$ cat src/rtl/cordic_xy_rotator.sv
// Iterative CORDIC x/y rotator: applies one upstream direction beat per iteration
// to a gain-compensated unit vector and registers cos/sin with a one-cycle done pulse.
module cordic_xy_rotator #(
  parameter int WIDTH  = 18,
  parameter int ITER   = 16,
  parameter int X_INIT = 39797
) (
  input  logic                    clock,
  input  logic                    reset_n,
  input  logic                    start,
  input  logic                    dir_valid,
  input  logic                    dir_neg,
  output logic                    dir_ready,
  output logic [4:0]              iter_idx,
  output logic                    busy,
  output logic                    done,
  output logic signed [WIDTH-1:0] cos_out,
  output logic signed [WIDTH-1:0] sin_out
);

  typedef enum logic [1:0] {S_IDLE, S_ROTATE, S_DONE} state_t;

  localparam logic signed [WIDTH-1:0] X0       = WIDTH'(X_INIT);
  localparam logic [4:0]              LAST_IDX = 5'(ITER - 1);

  state_t                  r_state;
  logic signed [WIDTH-1:0] r_x, r_y, r_cos, r_sin;
  logic [4:0]              r_idx;
  logic                    r_done;

  // Both shifted terms come from the pre-update vector of the same cycle.
  logic signed [WIDTH-1:0] w_xs, w_ys;
  assign w_xs = r_x >>> r_idx;
  assign w_ys = r_y >>> r_idx;

  always_ff @(posedge clock or negedge reset_n) begin
    if (!reset_n) begin
      r_state <= S_IDLE;
      r_x     <= '0;
      r_y     <= '0;
      r_cos   <= '0;
      r_sin   <= '0;
      r_idx   <= '0;
      r_done  <= 1'b0;
    end else begin
      r_done <= 1'b0;
      case (r_state)
        S_IDLE: begin
          if (start) begin
            r_x     <= X0;
            r_y     <= '0;
            r_idx   <= '0;
            r_state <= S_ROTATE;
          end
        end
        S_ROTATE: begin
          if (dir_valid) begin
            if (dir_neg) begin
              r_x <= r_x + w_ys;
              r_y <= r_y - w_xs;
            end else begin
              r_x <= r_x - w_ys;
              r_y <= r_y + w_xs;
            end
            r_idx <= r_idx + 5'd1;
            if (r_idx == LAST_IDX) r_state <= S_DONE;
          end
        end
        S_DONE: begin
          r_cos   <= r_x;
          r_sin   <= r_y;
          r_done  <= 1'b1;
          r_idx   <= '0;
          r_state <= S_IDLE;
        end
        default: r_state <= S_IDLE;
      endcase
    end
  end

  assign dir_ready = (r_state == S_ROTATE);
  assign busy      = (r_state != S_IDLE);
  assign iter_idx  = r_idx;
  assign done      = r_done;
  assign cos_out   = r_cos;
  assign sin_out   = r_sin;

endmodule

$ cat config.mk
export PLATFORM = sky130hd
export DESIGN_NAME = cordic_xy_rotator
export DESIGN_NICKNAME = d
export VERILOG_FILES = /design/src/rtl/cordic_xy_rotator.sv
export SDC_FILE = /design/constraint.sdc
export NUM_CORES = 1
export LEC_CHECK = 0
export CAP_MARGIN = 20
export CORE_ASPECT_RATIO = 1.1
export CORE_MARGIN = 5
export CORE_UTILIZATION = 45
export CTS_CLUSTER_DIAMETER = 80
export CTS_CLUSTER_SIZE = 8
export DETAILED_ROUTE_END_ITERATION = 8
export PLACE_DENSITY = 0.68
export SLEW_MARGIN = 20
export SYNTH_ARGS = -nofsm -noshare
export SYNTH_HDL_FRONTEND = slang
export SYNTH_SLANG_ARGS = --single-unit
$ cat constraint.sdc
create_clock -name clock -period 14.98 [get_ports clock]
set_input_delay 3.745 -clock clock [delete_from_list [all_inputs] [get_ports clock]]
set_output_delay 3.745 -clock clock [all_outputs]
set_load 0.005 [all_outputs]
Word-level counts from Yosys, hierarchy flattened. Cells that the tools add are included.

Add/subtract/negate cells: 5. Reductions and logical operators: 7. Mux-type cells: 16. Shift operators: 2. Equality and inequality tests: 6.

Operators by type and width (number): 2-to-1 mux 18 bit (6); case mux 18 bit (2 select lines) (2); adder 18 bit (2); >>> shifter 18 x 5 -> 18 bit (2); subtractor 18 bit (2); case mux 5 bit (3 select lines) (1); 2-to-1 mux 5 bit (2); AND reduction 3 bit (3); 2-to-1 mux 2 bit (3); adder 5 x 1 -> 5 bit (second input constant) (1); equality test 5 x 4 -> 1 bit (second input constant) (1); inequality test 2 bit (second input constant) (2); case mux 2 bit (2 select lines) (1); nonzero test 2 bit (2); nonzero test 3 bit (1); equality test 2 x 1 -> 1 bit (second input constant) (1); equality test 2 bit (second input constant) (1); zero test 2 bit (1); inequality test 2 x 1 -> 1 bit (second input constant) (1); 2-to-1 mux 1 bit (1).

Input bits: 5. Output and inout port bits: 44. Bits in registers: 80. Word-level logic and storage cells: 43.

Longest topological paths before layout.
Word-level depth: 5. Depth in mapped cells: 29. Gate-level depth less buffers: 23.

Worst setup path after synthesis. No wires, ideal clock.

Path type: in2reg. Start point: in dir_neg. End point: reg r_y[17]. Stages on the path: 15. Arrival time: 6.623 ns. Setup time: 0.121 ns. Slack: 8.236 ns. Path through: clkbuf_1 > clkbuf_1 > nor2_1 > xnor2_1 > ha_1 > o21a_1 > o31ai_1 > a21oi_1 > o21ai_0 > o21ai_0 > o41ai_1 > o21ai_0 > xnor2_1 > o21ai_1 > a22o_1.

Longest elaborated chain between the ends: 3.

RTL lines: start, declared (RTL line 12) `input logic dir_neg,`; 2-to-1 mux 18 bit (RTL line 58) `if (dir_neg) begin`; 2-to-1 mux 18 bit (RTL line 57) `if (dir_valid) begin`; case mux 18 bit (2 select lines) (RTL line 47) `case (r_state)`; end signal, assigned (RTL line 60) `r_y <= r_y - w_xs;`; end signal, assigned (RTL line 63) `r_y <= r_y + w_xs;`; end, declared (RTL line 27) `logic signed [WIDTH-1:0] r_x, r_y, r_cos, r_sin;`.

Every way passes these cells. The select of a mux whose other input is x is not followed. A chain may end at the register's enable or synchronous reset.

Worst setup path in the final report. Same ends and word-level chain as after synthesis.

==> results.py <==
metrics = {
    "run_status": {
        "run_status": "finished clean",
    },
    "logic_synthesis": {
        "ys_warn_count": 0,
        "synth.top_cells.by_area": "dfrtp_1 27%, mux4_2 11%, mux2_2 6.5%",
        "synth_edf_count": 0,
        "synthDominantCellAreaShare_pct": 26.7,
        "synth_top_cell_by_area": "dfrtp_1",
        "synth_cells": 806,
        "synth_ff_type": "dfrtp_1",
        "ys_types": 75,
        "synth_area_sq_mm": 0.00748,
        "syn_area_per_cell_sq_um": 9.29,
        "syn_nets": 851,
        "synth-async-reset-ratio_pct": 100,
        "synth-seq-area-share_pct": 26.7,
        "yosys_register_bits": 80,
    },
    "route": {
        "num_vias": 6427,
        "firstDrtPassIters": 5,
        "ant_nets": 0,
        "highest_layer": "met4",
        "wl_met1_mm": 8.51,
        "vias_per_cell": 6.26,
        "route.met3.wl_mm": 1.17,
        "routed_wl_mm": 20.0,
        "drcViolationCount": 0,
        "drt-wirelength-per-cell_um": 19.5,
        "drt_iter0_drc": 724,
        "wl_met2_mm": 9.74,
    },
    "worst_setup_path": {
        "crit_type": "input port to register",
        "crit_chain": "clkdlybuf4s50_1 > buf_4 > mux2_2 > inv_1 > ha_1 > nor2b_1 > o31ai_1 > a21oi_1 > o21ai_0 > o21ai_0 > o41ai_1 > o21ai_0 > xnor2_1 > o21ai_1 > a22o_1",
        "cpMaxStageDelayCell": "clkdlybuf4s50_1",
        "start_kind": "input port",
        "cpLargestDelayFamily": "compound AO/OA/AOI/OAI gates",
        "slowest_delay_ps": 460,
        "crit_required_ps": 15220,
        "critPathMaxFanout": 38,
        "end_kind": "register",
        "critPathBufInv": 3,
        "crit_top_cell": "o21ai_0",
        "critical_path_arrival_ps": 7640,
    },
    "timing": {
        "slew_violations": 0,
        "skew_ps": 8.19,
        "rsz0062_at_grt": "no",
        "period_share_pct": 49.4,
        "fmax_ghz": 0.135,
        "slew_headroom_pct": 31.1,
        "setup_viol": 0,
        "worst_pin_slew_ps": 1030,
        "period_minus_slack_ps": 7400,
        "hold_viol": 0,
        "finalSetupTns_ps": 0,
    },
    "floorplan": {
        "core_sq_mm": 0.0164,
        "die_x_um": 133,
        "fp.dieArea_sq_mm": 0.0193,
        "ios": 49,
        "start_util_pct": 45.7,
        "rows": 49,
        "die_h_um": 145,
    },
    "clock_network": {
        "holdBufCountCts": 0,
        "cts_resized": 0,
        "cts_tree": "built",
        "cts_made_buffers": 9,
        "post-cts-setup-buffer-count": 0,
        "htree_num_levels": 3,
        "cts.sinks": 80,
        "clk-insertion-delay-late_ps": 350,
        "cts_buffer_depth": 2,
        "path_clk_slew_ps": 70,
        "cts-root-buf": "clkbuf_16",
    },
    "grt": {
        "antenna_found_initial": 0,
        "grt_usage_pct": 21.2,
        "grt_max_degree": 81,
        "overflow": 0,
        "grt_pass1_vias": 6374,
        "grt_pass1_wl_mm": 33.5,
    },
    "final_layout": {
        "design.final.nets": 862,
        "drive_gt1_share_pct": 14.8,
        "n_fill_cell": 1495,
        "n_antenna_cell": 0,
        "area_growth_pct": 11.0,
    },
    "placement": {
        "io_buffers": 48,
        "routabilityCongestion": 0.958,
        "hpwl_mm": 14.2,
    },
    "run": {
        "cap_violations": 0,
    },
    "min_path": {
        "hold_class": "register to register",
    },
}
[metal layers]
metal  vias up  global-route usage (%)
met2       229                    34.4
met3        46                    3.36
li1       3042                       -
met1      3110                    28.5
met4         0                    8.16
met5         -                       0
[flip-flops by register name, summed over array words and instances, names as in the netlist]
register,cells
cos_out,18
done,1
iter_idx,5
r_state,2
r_x,18
r_y,18
sin_out,18
[area by class of cell]
| type | count | area (sq um) | share of cell area [%] |
|---|---|---|---|
| flip-flops and latches | 80 | 2000 | 24.1 |
| clock inverters | 6 | 56.3 | 0.678 |
| well taps | 204 | 255 | 3.07 |
| repair buffers | 55 | 534 | 6.43 |
| multi-input cells | 641 | 5100 | 61.4 |
| inverters | 30 | 113 | 1.36 |
| clock buffers | 10 | 239 | 2.88 |
[layout by cell type, fill, tap and decap left out, types with 19 or more instances in the layout]
master | Yosys | layout
dfrtp_1 | 80 | 78
nand2_1 | 74 | 74
o21ai_0 | 63 | 63
nor2_1 | 62 | 62
clkdlybuf4s50_1 | 0 | 47
mux2_2 | 43 | 43
a21oi_1 | 41 | 40
ha_1 | 38 | 38
mux4_2 | 36 | 36
inv_1 | 28 | 28
xnor2_1 | 25 | 25
xor2_1 | 21 | 21
nor3_1 | 20 | 20
mux2i_1 | 19 | 19
[logic make-up (layout without fill, tap and decap cells)]
family | after synthesis | count (layout) | share of synthesized area [%]
and+or+nand+nor | 232 | 232 | 15.2
AOI/OAI and AO/OA | 220 | 220 | 19.4
muxes | 103 | 103 | 21.1
buffers and inverters | 85 | 101 | 5.22
DFF | 80 | 80 | 26.7
xor gates and xnor gates | 46 | 46 | 5.38
adders and majority gates | 40 | 40 | 6.89
[synthesized netlist by cell type, types with 4 or more instances]
library cell	number
dfrtp_1	80
nand2_1	74
o21ai_0	63
nor2_1	62
mux2_2	43
a21oi_1	41
ha_1	38
clkbuf_1	36
mux4_2	36
inv_1	28
xnor2_1	25
xor2_1	21
nor3_1	20
mux2i_1	19
nand3_1	11
a31oi_1	10
and2_1	10
nand2b_1	10
nor2b_1	10
or3_1	10
o211ai_1	9
a21boi_0	8
o21a_1	8
o22ai_1	8
a211oi_1	6
a22oi_1	6
a41oi_1	6
and3_1	6
and4_1	6
buf_1	6
buf_2	5
a221o_1	4
a31o_2	4
buf_6	4
[worst paths after layout]
path,slack (ps),cells past startpoint,from,to
max,7580,15,dir_neg,r_y[17]
min,500,2,cos_out[17],cos_out[17]
max reg2reg,7670,24,iter_idx[0],r_y[17]
min reg2reg,500,2,cos_out[17],cos_out[17]
max in group asynchronous,11010,1,reset_n,iter_idx[1]
min in group asynchronous,3410,1,reset_n,sin_out[8]
[worst register-to-register path, stage by stage, from the launching register on]
cell,delay [ps]
dfrtp_2,570
buf_4,650
mux4_2,680
mux2_2,290
mux4_2,530
inv_1,90
ha_1,200
o211ai_1,100
nor4_1,390
and3_1,230
nor2b_1,480
nor3_1,180
a31oi_1,200
nor2_1,90
a221oi_1,260
ha_1,350
a21oi_1,180
nor2b_1,60
o21ai_0,330
o21ai_0,210
o41ai_1,430
o21ai_0,200
xnor2_1,220
o21ai_1,80
a22o_1,210
[per-stage QoR]
| stage | area, sq um | utilization, % | setup WS [ps] | cells | hold slack, ps |
|---|---|---|---|---|---|
| detailed placement | 8000 | 48.9 | 7250 | 1010 | 485 |
| floorplan | 7480 | - | 8240 | 806 | 473 |
| global route | 8310 | 50.7 | 7040 | 1026 | 518 |
| global placement | 8000 | 48.9 | 7310 | 1010 | 463 |
| finish | 8310 | 50.7 | 7580 | 1026 | 496 |
| CTS | 8300 | 50.7 | 7610 | 1026 | 501 |
Power is left out: the tool's default activity adds up to more than one toggle a clock period on the data nets, which glitch-free logic cannot reach.
